$ cat src/rtl/rst_seq_ctrl.sv
// Staged reset-release sequencer: synchronises en_req/pll_lock, then releases
// NUM_STAGES active-low resets LSB first. Optional lock timeout: RST_SEQ_TMO_EN.
module rst_seq_ctrl #(
    parameter int NUM_STAGES  = 4,
    parameter int CNT_W       = 8,
    parameter int HOLD_CYCLES = 16,
    parameter int STAGE_GAP   = 8
`ifdef RST_SEQ_TMO_EN
    ,
    parameter int LOCK_TMO    = 200
`endif
) (
    input  logic                  ck,
    input  logic                  cdn,
    input  logic                  en_req,
    input  logic                  pll_lock,
    output logic [NUM_STAGES-1:0] rst_n_out,
    output logic                  seq_busy,
    output logic                  seq_done,
    output logic                  tmo_err
);

    localparam int STG_W = (NUM_STAGES > 1) ? $clog2(NUM_STAGES) : 1;
    localparam logic [CNT_W-1:0] HOLD_LAST = CNT_W'(HOLD_CYCLES - 1);
    localparam logic [CNT_W-1:0] GAP_LAST  = CNT_W'(STAGE_GAP - 1);
    localparam logic [STG_W-1:0] STG_LAST  = STG_W'(NUM_STAGES - 1);

    typedef enum logic [2:0] {
        IDLE      = 3'd0,
        WAIT_LOCK = 3'd1,
        HOLD      = 3'd2,
        REL       = 3'd3,
        DONE      = 3'd4
    } state_t;

    logic                  en_meta_r, en_sync_r, lock_meta_r, lock_sync_r;
    state_t                state_r, state_nx_s;
    logic [CNT_W-1:0]      cnt_r, cnt_nx_s;
    logic [STG_W-1:0]      stg_r, stg_nx_s;
    logic [NUM_STAGES-1:0] rst_r, rst_nx_s;
    logic                  busy_r, done_r;

`ifdef RST_SEQ_TMO_EN
    localparam int TMO_W = $clog2(LOCK_TMO + 1);
    localparam logic [TMO_W-1:0] TMO_LAST = TMO_W'(LOCK_TMO - 1);
    logic [TMO_W-1:0] tcnt_r, tcnt_nx_s;
    logic             tmo_r, tmo_nx_s;
`endif

    // two-flop synchronisers for the asynchronous request and lock pins
    always_ff @(posedge ck or negedge cdn) begin
        if (!cdn) begin
            en_meta_r   <= 1'b0;
            en_sync_r   <= 1'b0;
            lock_meta_r <= 1'b0;
            lock_sync_r <= 1'b0;
        end else begin
            en_meta_r   <= en_req;
            en_sync_r   <= en_meta_r;
            lock_meta_r <= pll_lock;
            lock_sync_r <= lock_meta_r;
        end
    end

    // next-state, counters and reset-vector update
    always_comb begin
        state_nx_s = state_r;
        cnt_nx_s   = cnt_r;
        stg_nx_s   = stg_r;
        rst_nx_s   = rst_r;
`ifdef RST_SEQ_TMO_EN
        tcnt_nx_s  = tcnt_r;
        tmo_nx_s   = tmo_r;
`endif
        if ((state_r != IDLE) && !en_sync_r) begin
            state_nx_s = IDLE;
            cnt_nx_s   = {CNT_W{1'b0}};
            stg_nx_s   = {STG_W{1'b0}};
            rst_nx_s   = {NUM_STAGES{1'b0}};
        end else if ((state_r == HOLD || state_r == REL || state_r == DONE) && !lock_sync_r) begin
            // lock lost after it was seen: restart the whole sequence
            state_nx_s = WAIT_LOCK;
            cnt_nx_s   = {CNT_W{1'b0}};
            stg_nx_s   = {STG_W{1'b0}};
            rst_nx_s   = {NUM_STAGES{1'b0}};
`ifdef RST_SEQ_TMO_EN
            tcnt_nx_s  = {TMO_W{1'b0}};
`endif
        end else begin
            case (state_r)
                IDLE: begin
`ifdef RST_SEQ_TMO_EN
                    tcnt_nx_s = {TMO_W{1'b0}};
                    if (tmo_r) begin
                        // an enable low phase acknowledges the timeout
                        if (!en_sync_r) begin
                            tmo_nx_s = 1'b0;
                        end else begin
                            tmo_nx_s = 1'b1;
                        end
                    end else if (en_sync_r) begin
                        state_nx_s = WAIT_LOCK;
                        cnt_nx_s   = {CNT_W{1'b0}};
                    end else begin
                        state_nx_s = IDLE;
                    end
`else
                    if (en_sync_r) begin
                        state_nx_s = WAIT_LOCK;
                        cnt_nx_s   = {CNT_W{1'b0}};
                    end else begin
                        state_nx_s = IDLE;
                    end
`endif
                end
                WAIT_LOCK: begin
                    if (lock_sync_r) begin
                        state_nx_s = HOLD;
                        cnt_nx_s   = {CNT_W{1'b0}};
`ifdef RST_SEQ_TMO_EN
                    end else if (tcnt_r == TMO_LAST) begin
                        state_nx_s = IDLE;
                        tmo_nx_s   = 1'b1;
                        tcnt_nx_s  = {TMO_W{1'b0}};
                    end else begin
                        tcnt_nx_s  = tcnt_r + 1'b1;
`else
                    end else begin
                        state_nx_s = WAIT_LOCK;
`endif
                    end
                end
                HOLD: begin
                    if (cnt_r == HOLD_LAST) begin
                        state_nx_s  = REL;
                        cnt_nx_s    = {CNT_W{1'b0}};
                        stg_nx_s    = {STG_W{1'b0}};
                        rst_nx_s[0] = 1'b1;
                    end else begin
                        cnt_nx_s = cnt_r + 1'b1;
                    end
                end
                REL: begin
                    if (stg_r == STG_LAST) begin
                        state_nx_s = DONE;
                        cnt_nx_s   = {CNT_W{1'b0}};
                    end else if (cnt_r == GAP_LAST) begin
                        cnt_nx_s = {CNT_W{1'b0}};
                        stg_nx_s = stg_r + 1'b1;
                        rst_nx_s = rst_r | (NUM_STAGES'(2) << stg_r);
                    end else begin
                        cnt_nx_s = cnt_r + 1'b1;
                    end
                end
                DONE: begin
                    state_nx_s = DONE;
                end
                default: begin
                    state_nx_s = IDLE;
                    cnt_nx_s   = {CNT_W{1'b0}};
                    stg_nx_s   = {STG_W{1'b0}};
                    rst_nx_s   = {NUM_STAGES{1'b0}};
                end
            endcase
        end
    end

    // state, counters and outputs, all registered from the next-state decode
    always_ff @(posedge ck or negedge cdn) begin
        if (!cdn) begin
            state_r <= IDLE;
            cnt_r   <= {CNT_W{1'b0}};
            stg_r   <= {STG_W{1'b0}};
            rst_r   <= {NUM_STAGES{1'b0}};
            busy_r  <= 1'b0;
            done_r  <= 1'b0;
        end else begin
            state_r <= state_nx_s;
            cnt_r   <= cnt_nx_s;
            stg_r   <= stg_nx_s;
            rst_r   <= rst_nx_s;
            busy_r  <= (state_nx_s == WAIT_LOCK) || (state_nx_s == HOLD) || (state_nx_s == REL);
            done_r  <= (state_nx_s == DONE);
        end
    end

`ifdef RST_SEQ_TMO_EN
    // lock-timeout counter and sticky error flag
    always_ff @(posedge ck or negedge cdn) begin
        if (!cdn) begin
            tcnt_r <= {TMO_W{1'b0}};
            tmo_r  <= 1'b0;
        end else begin
            tcnt_r <= tcnt_nx_s;
            tmo_r  <= tmo_nx_s;
        end
    end
    assign tmo_err = tmo_r;
`else
    assign tmo_err = 1'b0;
`endif

    assign rst_n_out = rst_r;
    assign seq_busy  = busy_r;
    assign seq_done  = done_r;

endmodule
$ cat config.mk
export PLATFORM = sky130hd
export DESIGN_NAME = rst_seq_ctrl
export DESIGN_NICKNAME = d
export VERILOG_FILES = /design/src/rtl/rst_seq_ctrl.sv
export SDC_FILE = /design/constraint.sdc
export NUM_CORES = 1
export LEC_CHECK = 0
export ABC_AREA = 1
export BUFFER_PORTS_ARGS = -buffer_cell sky130_fd_sc_hd__buf_4
export CAP_MARGIN = 10
export CORE_ASPECT_RATIO = 1.2
export CORE_UTILIZATION = 35
export DETAILED_ROUTE_END_ITERATION = 10
export SYNTH_ARGS = -nofsm -noshare
export SYNTH_HDL_FRONTEND = slang
export SYNTH_SLANG_ARGS = --single-unit
export TNS_END_PERCENT = 20
$ cat constraint.sdc
create_clock -name ck -period 2.7 [get_ports ck]
set_input_delay 0.54 -clock ck [delete_from_list [all_inputs] [get_ports ck]]
set_output_delay 0.54 -clock ck [all_outputs]
set_load 0.1 [all_outputs]
### Word level (Yosys, flattened, before mapping)

Cells that the tools add are included.
Widths: inputs -> output; s select.

| word-level totals | value |
|---|---|
| flip-flop bits (word level) | 23 |
| output and inout bits | 7 |
| word-level logic and storage cells | 77 |

| operators by class | value |
|---|---|
| add/sub/neg operators | 2 |
| equality and inequality tests | 19 |
| shifts and indexed selects | 1 |
| multiplexer cells | 28 |
| bitwise gates (word level) | 1 |
| reductions and logical operators | 15 |

Operators with widths:

| operator | count |
|---|---|
| $mux 8 | 7 |
| $pmux 8 s5 | 1 |
| $mux 4 | 4 |
| $pmux 3 s5 | 1 |
| $eq 3x2->1 const B | 4 |
| $mux 2 | 6 |
| $mux 3 | 4 |
| $ne 4x4->1 const B | 3 |
| $add 8x1->8 const B | 1 |
| $eq 8x3->1 const B | 1 |
| $eq 8x4->1 const B | 1 |
| $ne 4x2->1 const B | 2 |
| $eq 3x1->1 const B | 2 |
| $eq 3x3->1 const B | 2 |
| $ne 3x1->1 const B | 2 |
| $pmux 2 s3 | 1 |
| $pmux 3 s2 | 1 |
| $reduce_and 3->1 | 2 |
| $logic_or 1x1->1 | 4 |
| $or 4x4->4 | 1 |
| $reduce_and 4->1 | 1 |
| $reduce_or 4->1 | 1 |
| $shl 2x2->4 const A | 1 |
| $logic_not 3->1 | 1 |
| 9 further kinds | 12 |

### Depth between registers and ports, before layout

Gate-level depths: netlist of run 1.

| logic depth | value |
|---|---|
| word-level depth | 9 |
| mapped depth | 10 |
| depth with buffers taken out | 10 |

### Worst setup path before layout of run 1

OpenSTA, ideal clock, no wires.

| timing | value |
|---|---|
| path kind | register -> register |
| start point | register rst_r[1], in the netlist rst_n_out[1] |
| end point | register rst_r[1], in the netlist rst_n_out[1] |
| setup time | 67 ps |
| arrival | 1452 ps |
| slack | 1181 ps |
| cell stages (with the launch flop) | 5 |
| path buffers | 0 |
| path through | dfrtp_1 -> o21ai_0 -> nor3_1 -> nand3_1 -> nand2_1 |

| on the way | value |
|---|---|
| longest elaborated chain between the ends | 6 |

RTL lines:

| what | RTL line | RTL |
|---|---|---|
| from (decl) | 40 | `logic [NUM_STAGES-1:0] rst_r, rst_nx_s;` |
| from (signal assigned) | 174 | `rst_r <= {NUM_STAGES{1'b0}};` |
| from (signal assigned) | 181 | `rst_r <= rst_nx_s;` |
| $or 4x4->4 | 150 | `rst_nx_s = rst_r \| (NUM_STAGES'(2) << stg_r);` |
| $mux 4 | 147 | `end else if (cnt_r == GAP_LAST) begin` |
| $mux 4 | 144 | `if (stg_r == STG_LAST) begin` |
| $pmux 3 s2 | 90 | `case (state_r)` |
| $mux 4 | 80 | `end else if ((state_r == HOLD \|\| state_r == REL \|\| state_r == DONE) && !lock_sync_r) begin` |
| $mux 4 | 75 | `if ((state_r != IDLE) && !en_sync_r) begin` |

Every way passes these cells. The select of a mux whose other input is x is not followed.
A chain may end at the register's enable or synchronous reset.

### Final worst setup path of run 1

| timing | value |
|---|---|
| start point | register cnt_r[0] |
| end point | register rst_r[1], in the netlist rst_n_out[1] |

| on the way | value |
|---|---|
| longest elaborated chain between the ends | 3 |

RTL lines:

| what | RTL line | RTL |
|---|---|---|
| from (decl) | 38 | `logic [CNT_W-1:0] cnt_r, cnt_nx_s;` |
| from (signal assigned) | 172 | `cnt_r <= {CNT_W{1'b0}};` |
| from (signal assigned) | 179 | `cnt_r <= cnt_nx_s;` |
| $eq 8x3->1 | 147 |  |
| $ne 4x2->1 (no line) | n/a |  |
| $reduce_and 3->1 (no line) | n/a |  |

Every way passes these cells.

==> results of run 1 <==
==> state kept, by name, indices dropped and copies added, names as in the netlist <==
signal	count
lock_meta_r	1
stg_r	2
state_r	3
rst_n_out	4
lock_sync_r	1
cnt_r	8
seq_done	1
seq_busy	1
en_sync_r	1
en_meta_r	1
==> per-stage QoR <==
stage	total power [mW]	area [um^2]
after detailed placement	0.971	1500
after global routing	1.27	1550
after floorplan	0.853	1370
after global placement	0.971	1500
final	1.18	1550
after CTS	1.20	1550
==> cell usage in the layout, fill, tap and decap left out, types with 2 or more instances in the layout <==
master	n
a21oi_1	6
buf_4	9
clkbuf_8	3
dfrtp_1	23
ha_1	5
inv_1	19
inv_2	2
nand2_1	51
nand2_2	5
nand2_4	3
nand3_1	21
nand3_2	2
nand4_1	3
nor2_1	17
nor2_4	3
nor3_1	5
o21ai_0	6
o21ai_1	2
==> cell type report <==
type                    instances  area [um^2]  area share [%]
well taps                      52         65.1            4.21
clock buffers                   3         41.3            2.67
inverters                      21         78.8            5.10
repair buffers                  9         67.6            4.37
multi-input cells             136          711            46.0
clock inverters                 1         7.51           0.485
flip-flops and latches         23          576            37.2
==> worst max-delay path, delay by kind of cell, from the launching register on <==
| family | cells | cell delay [ns] |
|---|---|---|
| flip-flops | 1 | 0.39 |
| adder cells (fa/ha/maj) | 1 | 0.22 |
| AO/OA/AOI/OAI | 1 | 0.35 |
| AND/OR/NAND/NOR | 6 | 0.56 |
==> cell families (layout without fill, tap and decap cells) <==
group / count (synthesis) / after routing / synth area share [%]
other: 1 / 1 / 0.273
adders and majority gates: 5 / 5 / 4.56
buffers and inverters: 22 / 34 / 6.29
DFF: 23 / 23 / 41.9
and+or+nand+nor: 111 / 111 / 38.7
muxes: 1 / 1 / 0.729
AOI/OAI and AO/OA: 17 / 17 / 6.93
xor gates and xnor gates: 1 / 1 / 0.638
==> report_power, final <==
group          internal [mW]  total (mW)  leakage, nW  switching [mW]
registers              0.384       0.430        0.307          0.0463
clock network          0.104       0.218       0.0217           0.114
logic                  0.131       0.533        0.473           0.402
total                  0.619        1.18        0.801           0.562
==> worst min path at each step <==
stage | from | endpoint | slack, ns | cells past startpoint
6_report | cdn | rst_n_out[2] | 0.14 | 1
4_1_cts | cdn | rst_n_out[2] | 0.15 | 1
3_3_place_gp | lock_meta_r | lock_sync_r | 0.33 | 0
3_5_place_dp | lock_meta_r | lock_sync_r | 0.34 | 0
5_1_grt | cdn | rst_n_out[2] | 0.16 | 1
2_1_floorplan | cdn | cnt_r[0] | 0.24 | 0
==> routing by layer <==
metal  GRT usage [%]  vias up
met5               0        -
met4            4.76        0
met3            2.74        4
met2            24.1       27
met1            19.6      523
li1                -      606
==> impl_metrics.ini, run 1 <==
[route]
dr_total_vias = 1160
highest_layer = met4
drcViolationCount = 0
wl_met3_um = 71
firstDrtPassIters = 4
drt_iter0_markers = 55
wl_met1_um = 1270
wl_per_cell_um = 11.2
antenna_left = 0
wl_um = 2740
wl_met2_um = 1360
viasPerCell = 4.73

[floorplanning]
core_um2 = 3690
start_util_pct = 37.2
die_h_um = 70.6
io_pins = 11
dieWidth_um = 59.2
rows = 24
die_area_um2 = 4180

[synthesis]
yosys.area.top_type = dfrtp_1
syn_area_per_cell_um2 = 7.58
ys_ff_latch = 23
synth_ff_type = dfrtp_1
ys_warn_count = 0
ys_seq_area_share_pct = 41.9
synth.top_cell.area_share_pct = 41.9
ys_types = 24
syn_nets = 190
netlist_top_cells_area = dfrtp_1 42%, nand2_1 14%, nand3_1 7.7%, inv_1 5.2%, nor2_1 4.6%
yosysMostFrequentCell = nand2_1
synth_cells = 181
syn-cell-area_um2 = 1370
synthTopCellsByCount = 51 x nand2_1, 23 x dfrtp_1, 21 x nand3_1, 19 x inv_1, 17 x nor2_1
synth-edff-count = 0
async_reset_ff_share_pct = 100

[worst_setup_path]
rrSetupSlack_ns = 1.08
cpMostUsedCell = nand2_1
critPathRequiredTime_ns = 2.87
endpoint_kind = register
path_class = register to register
cp-start-kind = register
r2r_end = rst_n_out[1]
worstReg2RegStart = cnt_r[0]
critPathSlowestCell = dfrtp_1
worstSetupEndpoint = rst_n_out[1]
r2r_cells = 8
crit_path_cell_trace = ha_1 -> nand2_1 -> nor2_1 -> nand3_1 -> o21ai_2 -> nand2_2 -> nand2_1 -> nand2_1
worst-path-max-fanout = 8
cp-startpoint = cnt_r[0]
worstPathArrival_ns = 1.78
cpPeakStageDelay_ns = 0.39

[timing]
clock_skew_ns = 0.00873
fmax_ghz = 0.619
drv_slew = 0
post-route-period-util_pct = 59.9
fin_crit_ns = 1.62
postLayoutSetupSlackWorst_ns = 1.08
timing.hold.ws_ns = 0.143
fin_setup_tns_ns = 0
rsz0062_at_grt = false
setup_viol = 0
hold_violations = 0

[pwr]
leakagePower_nw = 0.801
ir_drop_mv = 0.287
powerDensity_nw_per_um2 = 764

[clock_network]
cts_setup_buffers = 0
cts_root_buf = clkbuf_8
cts_resized = 0
cts_max_level = 1
holdBufCountCts = 0
numCtsBuffers = 3
path_clk_slew_ns = 0.09
cts_sinks = 23
tritoncts = done
cts_max_path_buffers = 2
clk_latency_ns = 0.27

[global_route]
grt_max_degree = 24
groute.usage.overall_pct = 14.8
overflow = 0
grt_pass1_wl_um = 4640
antenna_found_initial = 0
grt_pass1_vias = 1019

[layout]
nets = 203
diodes = 0
synthToLayoutAreaGrowth_pct = 12.7
drive_above_1_share_pct = 15.5
post-route-util_pct = 41.9
fill_cells = 379
finalNonFillerCells = 245

[placement]
pre_cts_ws_ns = 1.11
placed_cells = 241
hpwl_um = 2110
routabilityCongestion = 0.865
port_buffers = 9

[hold_path]
worst_hold_path_type = input pin to async pin

[flow_run]
maxCapViolCount = 0

[run_status]
status = finished, final reports clean
Power figures use the tool's default switching activity.
==> inputs of run 2 (changes only) <==
==> constraint.sdc (replaced) <==
create_clock -name ck -period 1.3 [get_ports ck]
set_input_delay 0.26 -clock ck [delete_from_list [all_inputs] [get_ports ck]]
set_output_delay 0.26 -clock ck [all_outputs]
set_load 0.1 [all_outputs]
==> impl_metrics.ini, run 2 (synthesis results as in run 1) <==
[worst_setup_path]
r2r_cells = 8
path_class = register to register
endpoint_kind = register
cp-start-kind = register
critPathRequiredTime_ns = 1.51
crit_path_cell_trace = nor2_4 -> nand2_4 -> nand2_4 -> buf_12 -> inv_1 -> nor3_1 -> nand3_1 -> nand2_1
critPathSlowestCell = dfrtp_2
cpMostUsedCell = nand2_4
worst-path-max-fanout = 5
worstPathArrival_ns = 1.63
cpPeakStageDelay_ns = 0.46

[clock_network]
cts_sinks = 23
tritoncts = done
path_clk_slew_ns = 0.09
numCtsBuffers = 3
cts_max_level = 1
cts_max_path_buffers = 2
cts_root_buf = clkbuf_8
clk_latency_ns = 0.27

[pwr]
p_total_mw = 2.95
ir_drop_mv = 0.721
leakagePower_nw = 1.00
powerDensity_nw_per_um2 = 1490

[timing]
setup_viol = 16
post-route-period-util_pct = 109
hold_violations = 0
postLayoutSetupSlackWorst_ns = -0.113
timing.hold.ws_ns = 0.0880
rsz0062_at_grt = true
drv_slew = 0
clock_skew_ns = 0.00829
fin_crit_ns = 1.41
fmax_ghz = 0.708

[layout]
fill_cells = 345
multi_input_area_um2 = 785
nets = 244
largest_reg_flops = 8
regArea_um2 = 584
top_register = cnt_r
fin_area_um2 = 1970
final_common_cell = nand2_1
synthToLayoutAreaGrowth_pct = 43.8
diodes = 0
final_cell_mix = 48 x nand2_1, 46 x buf_4, 18 x nand3_1
drive_above_1_share_pct = 39.7

[floorplanning]
core_um2 = 3690
dieWidth_um = 59.2
die_h_um = 70.6
rows = 24
io_pins = 11
die_area_um2 = 4180
start_util_pct = 37.2

[global_route]
grt_pass1_vias = 1305
grt_pass1_wl_um = 5380
overflow = 0
grt_max_degree = 24
antenna_found_initial = 0
groute.usage.overall_pct = 16.7

[route]
drcViolationCount = 0
wl_um = 3020
wl_per_cell_um = 10.5
drt_iter0_markers = 43
viasPerCell = 4.58
antenna_left = 0
firstDrtPassIters = 4
dr_total_vias = 1310

[placement]
routabilityCongestion = 0.817
hpwl_um = 2320
postPlaceCellArea_um2 = 1790
port_buffers = 9
pre_cts_ws_ns = -0.247

[hold_path]
worst_hold_path_type = input pin to register
hold_depth = 1

[run_status]
status = complete, but fails checks
violations = negative setup slack

[flow_run]
maxCapViolCount = 0
## run 2: cell types whose count changed in the layout (fill, tap and decap cells not counted), sizes merged
cell / before / now
dlygate4sd3: 0 / 1
buf: 9 / 49
## run 2: critical path, delay by kind of cell, from the launching register on
kind,cells,cell delay [ns]
AND/OR/NAND/NOR,6,0.68
flip-flops,1,0.46
buffers and inverters,2,0.19
## run 2: final timing paths
path | from | end | slack, ns
worst max register to register | state_r[1] | rst_n_out[2] | -0.11
worst min-delay path | pll_lock | lock_meta_r | 0.09
max in group asynchronous | cdn | rst_n_out[0] | 0.62
worst max-delay path | state_r[1] | rst_n_out[2] | -0.11
min in group asynchronous | cdn | rst_n_out[2] | 0.42
worst min register to register | en_meta_r | en_sync_r | 0.36
## run 2: layout make-up
cell class | count | area share (%)
clock buffer | 3 | 2.09
clock inverter | 1 | 0.380
inverter | 21 | 4.25
multi-input combinational | 136 | 39.8
sequential | 23 | 29.6
tap | 52 | 3.30
timing repair buffer | 50 | 20.6
## run 2: through the flow
step                      utilization [%]  instances  TNS (ns)
after detailed placement             48.5        277     -2.80
final                                53.4        286    -0.946
after global routing                 53.4        286     -2.72
after floorplan                         -        181    -0.405
after global placement               48.5        277     -2.83
after CTS                            52.1        285     -1.48
## run 2: power breakdown
part	internal [mW]	switching, mW
registers	0.806	0.0851
logic	0.637	0.956
clock network	0.217	0.243
## run 2: routing by layer
metal	track usage (%)	wire length (um)	vias to the layer above
met5	0	0	-
met4	5.56	44	0
met3	2.19	57	5
met2	29.2	1550	18
met1	20.9	1360	603
li1	-	-	684
## run 2: what timing repair did
item | 4_1_cts | 5_1_grt
hold buffers | 1 | 0
pin swaps | 11 | 5
setup endpoints to repair | 19 | 19
resized for setup | 17 | 10
endpoints found under the hold margin | 23 | 0
buffers inserted | 3 | 1
